$ cat config.mk
export PLATFORM = sky130hd
export DESIGN_NAME = camera_alarm_scheduler
export DESIGN_NICKNAME = d
export VERILOG_FILES = /design/src/rtl/camera_alarm_scheduler.sv
export SDC_FILE = /design/constraint.sdc
export NUM_CORES = 1
export LEC_CHECK = 0
export CAP_MARGIN = 20
export CELL_PAD_IN_SITES_DETAIL_PLACEMENT = 0
export CELL_PAD_IN_SITES_GLOBAL_PLACEMENT = 1
export CORE_UTILIZATION = 49
export CTS_CLUSTER_SIZE = 20
export DETAILED_ROUTE_END_ITERATION = 8
export GPL_TIMING_DRIVEN = 0
export PLACE_DENSITY_LB_ADDON = 0.1
export SYNTH_ARGS = -nofsm -noshare
export SYNTH_HDL_FRONTEND = slang
export SYNTH_SLANG_ARGS = --single-unit
$ cat constraint.sdc
create_clock -name clk -period 13.47 [get_ports clk]
set_input_delay 3.3675 -clock clk [delete_from_list [all_inputs] [get_ports clk]]
set_output_delay 3.3675 -clock clk [all_outputs]
set_load 0.03 [all_outputs]
$ cat src/rtl/camera_alarm_scheduler.sv
// -----------------------------------------------------------------------------
// camera_alarm_scheduler
//   Sequences a 9-camera surveillance array (S0..S8, three groups of three).
//   With no motion pending, monitor power rotates through the groups
//   {S0-S2}, {S3-S5} and {S6-S8}. Each group stays on for DWELL cycles.
//   A motion event pre-empts the rotation. Cameras with pending events are
//   then granted one at a time, in round-robin order, for ALARM_HOLD cycles
//   each. After that the rotation resumes in the group where it was frozen.
//
// Ports
//   clk          in   1      rising-edge clock
//   reset        in   1      synchronous, active-high reset
//   motion       in   9      per-camera motion event (bit i = camera Si)
//   cam_on       out  9      camera enables (bit i drives Si)
//   group        out  2      current rotation group 0..2 (held during alarm)
//   alarm        out  1      high while in the ALARM state
//   alarm_cam    out  4      index of the granted camera, 0 when not in alarm
//   alarm_count  out  CNT_W  grants since reset, saturating at all-ones
//
// Every output is driven from registered state only.
// -----------------------------------------------------------------------------
module camera_alarm_scheduler #(
  parameter int DWELL      = 4,
  parameter int ALARM_HOLD = 8,
  parameter int CNT_W      = 8
) (
  input  logic             clk,
  input  logic             reset,
  input  logic [8:0]       motion,
  output logic [8:0]       cam_on,
  output logic [1:0]       group,
  output logic             alarm,
  output logic [3:0]       alarm_cam,
  output logic [CNT_W-1:0] alarm_count
);

  typedef enum logic {
    ST_ROTATE = 1'b0,
    ST_ALARM  = 1'b1
  } state_t;

  // One timer serves both states, so it is sized for the longer interval.
  localparam int TMAX = (DWELL > ALARM_HOLD) ? DWELL : ALARM_HOLD;
  localparam int TW   = (TMAX > 1) ? $clog2(TMAX) : 1;
  localparam logic [TW-1:0]    DWELL_END = TW'(DWELL - 1);
  localparam logic [TW-1:0]    HOLD_END  = TW'(ALARM_HOLD - 1);
  localparam logic [CNT_W-1:0] CNT_MAX   = {CNT_W{1'b1}};

  // Registered state
  state_t           r_state;
  logic [1:0]       r_group;
  logic [TW-1:0]    r_timer;
  logic [8:0]       r_pending;
  logic [3:0]       r_rr_ptr;
  logic [3:0]       r_alarm_cam;
  logic [CNT_W-1:0] r_alarm_count;
  logic [8:0]       r_cam_on;

  // Next-state values
  state_t           w_state;
  logic [1:0]       w_group;
  logic [TW-1:0]    w_timer;
  logic [8:0]       w_pending;
  logic [3:0]       w_rr_ptr;
  logic [3:0]       w_alarm_cam;
  logic [CNT_W-1:0] w_alarm_count;
  logic [8:0]       w_cam_on;
  logic [8:0]       w_clr;
  logic             w_grant;

  // Round-robin search results
  logic             w_found;
  logic [3:0]       w_pick;
  logic [4:0]       w_scan;

  // Round-robin arbiter: the first pending bit at rr_ptr, rr_ptr+1, ... mod 9
  always_comb begin
    w_found = 1'b0;
    w_pick  = 4'd0;
    w_scan  = 5'd0;
    for (int k = 0; k < 9; k++) begin
      w_scan = {1'b0, r_rr_ptr} + 5'(k);
      if (w_scan >= 5'd9) begin
        w_scan = w_scan - 5'd9;
      end else begin
        w_scan = w_scan;
      end
      if (!w_found && r_pending[w_scan[3:0]]) begin
        w_found = 1'b1;
        w_pick  = w_scan[3:0];
      end else begin
        w_found = w_found;
      end
    end
  end

  // Next-state logic, grant bookkeeping and camera-enable decode
  always_comb begin
    w_state       = r_state;
    w_group       = r_group;
    w_timer       = r_timer;
    w_rr_ptr      = r_rr_ptr;
    w_alarm_cam   = r_alarm_cam;
    w_alarm_count = r_alarm_count;
    w_clr         = 9'd0;
    w_grant       = 1'b0;
    w_cam_on      = 9'h007;

    case (r_state)
      ST_ROTATE: begin
        // Pending motion wins over the dwell-end advance, so the group freezes.
        if (w_found) begin
          w_grant = 1'b1;
          w_state = ST_ALARM;
          w_timer = {TW{1'b0}};
        end else if (r_timer == DWELL_END) begin
          w_group = (r_group == 2'd2) ? 2'd0 : (r_group + 2'd1);
          w_timer = {TW{1'b0}};
        end else begin
          w_timer = r_timer + TW'(1);
        end
      end
      ST_ALARM: begin
        if (r_timer == HOLD_END) begin
          w_timer = {TW{1'b0}};
          if (w_found) begin
            w_grant = 1'b1;
          end else begin
            w_state     = ST_ROTATE;
            w_alarm_cam = 4'd0;
          end
        end else begin
          w_timer = r_timer + TW'(1);
        end
      end
      default: begin
        w_state     = ST_ROTATE;
        w_group     = 2'd0;
        w_timer     = {TW{1'b0}};
        w_alarm_cam = 4'd0;
      end
    endcase

    if (w_grant) begin
      w_alarm_cam = w_pick;
      w_clr       = 9'd1 << w_pick;
      w_rr_ptr    = (w_pick == 4'd8) ? 4'd0 : (w_pick + 4'd1);
      if (r_alarm_count != CNT_MAX) begin
        w_alarm_count = r_alarm_count + CNT_W'(1);
      end else begin
        w_alarm_count = r_alarm_count;
      end
    end else begin
      w_clr = 9'd0;
    end

    // A motion bit that arrives with its own grant re-arms it as a new event.
    w_pending = (r_pending & ~w_clr) | motion;

    if (w_state == ST_ALARM) begin
      w_cam_on = 9'd1 << w_alarm_cam;
    end else begin
      case (w_group)
        2'd0:    w_cam_on = 9'h007;
        2'd1:    w_cam_on = 9'h038;
        2'd2:    w_cam_on = 9'h1C0;
        default: w_cam_on = 9'h007;
      endcase
    end
  end

  // State register with synchronous reset
  always_ff @(posedge clk) begin
    if (reset) begin
      r_state       <= ST_ROTATE;
      r_group       <= 2'd0;
      r_timer       <= {TW{1'b0}};
      r_pending     <= 9'd0;
      r_rr_ptr      <= 4'd0;
      r_alarm_cam   <= 4'd0;
      r_alarm_count <= {CNT_W{1'b0}};
      r_cam_on      <= 9'h007;
    end else begin
      r_state       <= w_state;
      r_group       <= w_group;
      r_timer       <= w_timer;
      r_pending     <= w_pending;
      r_rr_ptr      <= w_rr_ptr;
      r_alarm_cam   <= w_alarm_cam;
      r_alarm_count <= w_alarm_count;
      r_cam_on      <= w_cam_on;
    end
  end

  assign cam_on      = r_cam_on;
  assign group       = r_group;
  assign alarm       = (r_state == ST_ALARM);
  assign alarm_cam   = r_alarm_cam;
  assign alarm_count = r_alarm_count;

endmodule
==> results.cfg <==
[detailed_routing]
drc = 0
vias_per_cell = 7.01
ant_nets = 0
num_vias = 6507
firstDrtPassIters = 8
drt_wl_total_um = 21800
wl_per_cell_um = 23.5
drt_iter0_markers = 850

[place]
finalWeightedCongestion = 1.04
place_hpwl_um = 16500
port_buffers = 33

[final_layout]
multi_input_area_um2 = 4360
fillers = 1052
drive_gt1_share_pct = 10.3
synthToLayoutAreaGrowth_pct = 12.0
seqCellArea_um2 = 801
utilization_pct = 57.0
n_antenna_cell = 0
nNetsFinal = 833

[power_and_ir_drop]
p_per_area_nw_per_um2 = 308
p_leak_nw = 2.42
peakVddDrop_mv = 0.203

[sta]
report.final.slew_viol_count = 0
fin_skew_ps = 8.56
setup-violations-final = 0
fmaxAchievable_mhz = 144
fin_setup_tns_ps = 0
relSlewSlack_pct = 41.9
hold_viol = 0
rsz0062_at_grt = false
worst_pin_slew_ps = 872
min_period_ps = 6960
finalCritPeriodShare_pct = 51.7

[worst_setup_path]
ff2ff_setup_slack_ps = 6510
r2r_end = r_rr_ptr[2]
crit_path_start_kind = flop
critical_path_arrival_ps = 7110
r2r-start = r_rr_ptr[1]
crit_required_ps = 13610
critPathMaxFanout = 10
criticalPathCategory = reg2reg
cp-startpoint = r_rr_ptr[1]
cp-end-kind = flop
r2r_cells = 21

[floorplan]
die_w_um = 109
fp.coreArea_um2 = 10900
num_rows = 38
io_pins = 35
die-area_um2 = 11800
start_util_pct = 50.9
fp.dieH_um = 109

[synth]
synth-edff-count = 0
async_flop_share_pct = 0
netlist_area_um2 = 5570
synth_cells = 747
yosys_warnings = 0
synth_cell_type_count = 95
synth_area_per_cell_um2 = 7.45
synth_ff_type = dfxtp_1
synth-seq-area-share_pct = 14.4
syn_nets = 792
synth-seq-cells = 40

[clocking]
postCtsHoldBufs = 0
cts_made_buffers = 5
cts_buffer_depth = 2
cts_tree = yes
clk_pin_slew_worst_paths_ps = 60
post-cts-setup-buffers = 0
clkLatencyLatePin_ps = 290
cts-resized-gates = 0
clockRootBuffer = clkbuf_16
cts.htree.levels = 2
clkSinkCount = 40

[worst_hold_path]
min_path_cells = 1
hold_path.class = reg2reg
min_to = r_timer[0]
hp-start = r_timer[0]

[flow_run]
max_cap_violations = 0

[run_status]
status = completed

[global_routing]
grt_start_max_net_pins = 14
grt.overflow.total = 0
grt_usage_pct = 38.3
grt_pass1_vias = 6196
antenna_found_initial = 0
grt_pass1_wl_um = 34000
[placed cells by master, fill, tap and decap left out, types with 13 or more instances in the layout]
cell	instances
nand2b_1	18
xnor2_1	14
nand3_1	31
o21ai_0	43
clkdlybuf4s50_1	33
mux2i_1	18
nor2_1	60
ha_1	34
nor2b_1	13
nand2_1	53
a211oi_1	13
dfxtp_1	40
clkbuf_1	23
a21oi_1	57
nor3_1	21
inv_1	35
[per-stage QoR]
| stage | instances | setup WS, ps | hold slack, ps | cell area (µm²) | total power [W] |
|---|---|---|---|---|---|
| 6_report | 928 | 6510 | 421 | 6230 | 0.00192 |
| 2_1_floorplan | 747 | 8360 | 398 | 5570 | 0.00131 |
| 3_5_place_dp | 920 | 6730 | 424 | 6070 | 0.00173 |
| 3_3_place_gp | 920 | 6770 | 408 | 6070 | 0.00171 |
| 4_1_cts | 927 | 6670 | 432 | 6220 | 0.00186 |
| 5_1_grt | 928 | 6160 | 457 | 6230 | 0.00204 |
[per-layer routing]
layer / global-route usage, % / share of wire [%]
met5: 0 / 0
met4: 25.3 / 7.3
met3: 9.16 / 9.9
met2: 63.3 / 45
met1: 43.6 / 38
[critical path, cell delays in order (launching register included)]
cell and delay [ps]:
dfxtp_1 640, clkbuf_1 450, clkbuf_1 570, inv_1 370, ha_1 430, buf_2 250, buf_2 330, buf_1 560
a211oi_1 170, nand2_1 110, o31ai_1 80, a221oi_1 490, a22o_1 350, a2111oi_4 140, a32o_1 280, nor3_1 570
nor2_1 250, inv_1 180, ha_1 190, ha_1 240, nand3_1 90, a21oi_1 80
[Yosys cell counts (all sizes together) (5+ instances only)]
| master | number | area, µm² |
|---|---|---|
| nor2b | 13 | 81.3 |
| clkbuf | 23 | 86.3 |
| inv | 37 | 139 |
| dfxtp | 40 | 801 |
| o2111ai | 6 | 52.6 |
| xor2 | 7 | 61.3 |
| o211ai | 11 | 87.6 |
| nand2b | 18 | 113 |
| nor2 | 60 | 225 |
| a21o | 14 | 128 |
| a21oi | 59 | 303 |
| mux2i | 19 | 203 |
| a22oi | 7 | 62.6 |
| a211oi | 15 | 130 |
| mux2 | 6 | 67.6 |
| a21boi | 8 | 75.1 |
| buf | 27 | 180 |
| a31o | 7 | 61.3 |
| nand3 | 32 | 165 |
| a32o | 5 | 50.1 |
| a31oi | 7 | 43.8 |
| o22ai | 10 | 62.6 |
| o31ai | 12 | 100 |
| or3 | 8 | 55.1 |
| a32oi | 5 | 43.8 |
| and2 | 11 | 71.3 |
| a2111oi | 6 | 80.1 |
| nor4 | 8 | 50.1 |
| o21ai | 54 | 289 |
| ha | 34 | 425 |
| xnor2 | 14 | 123 |
| mux4 | 5 | 113 |
| nand2 | 53 | 199 |
| nand4 | 5 | 31.3 |
| o21a | 6 | 45.0 |
| nor3b | 5 | 37.5 |
| nor3 | 21 | 105 |
[sequential cells by signal (all words and copies together), names as in the netlist]
register	flops
r_rr_ptr	4
alarm_cam	4
alarm_count	8
cam_on	9
r_timer	3
alarm	1
r_pending	9
group	2
[worst max-delay path by stage]
stage	end	slack, ps	cells after the start
after floorplan	cam_on[0]	8360	22
after global placement	r_rr_ptr[2]	6770	21
after detailed placement	r_pending[3]	6730	21
after CTS	r_pending[3]	6670	21
after global routing	r_pending[3]	6160	20
final	r_rr_ptr[2]	6510	21
[logic make-up after synthesis]
group,synth area share [%]
DFF,14.4
adders and majority gates,7.64
AOI/OAI and AO/OA,36.6
xor gates and xnor gates,3.30
muxes,6.88
buffers and inverters,7.35
and+or+nand+nor,23.8
[final cells by class]
type	count	area share [%]
Buffer	50	4.28
Clock buffer	7	2.45
Inverter	38	2.29
Multi-Input combinational cell	619	69.9
Sequential cell	40	12.9
Tap cell	140	2.81
Timing Repair Buffer	34	5.42
[power by group]
part / switching, W / internal, W
registers: 0.0000299 / 0.000145
logic: 0.00104 / 0.000576
clock network: 0.0000446 / 0.0000776
total: 0.00112 / 0.000798
Power figures use the tool's default switching activity.
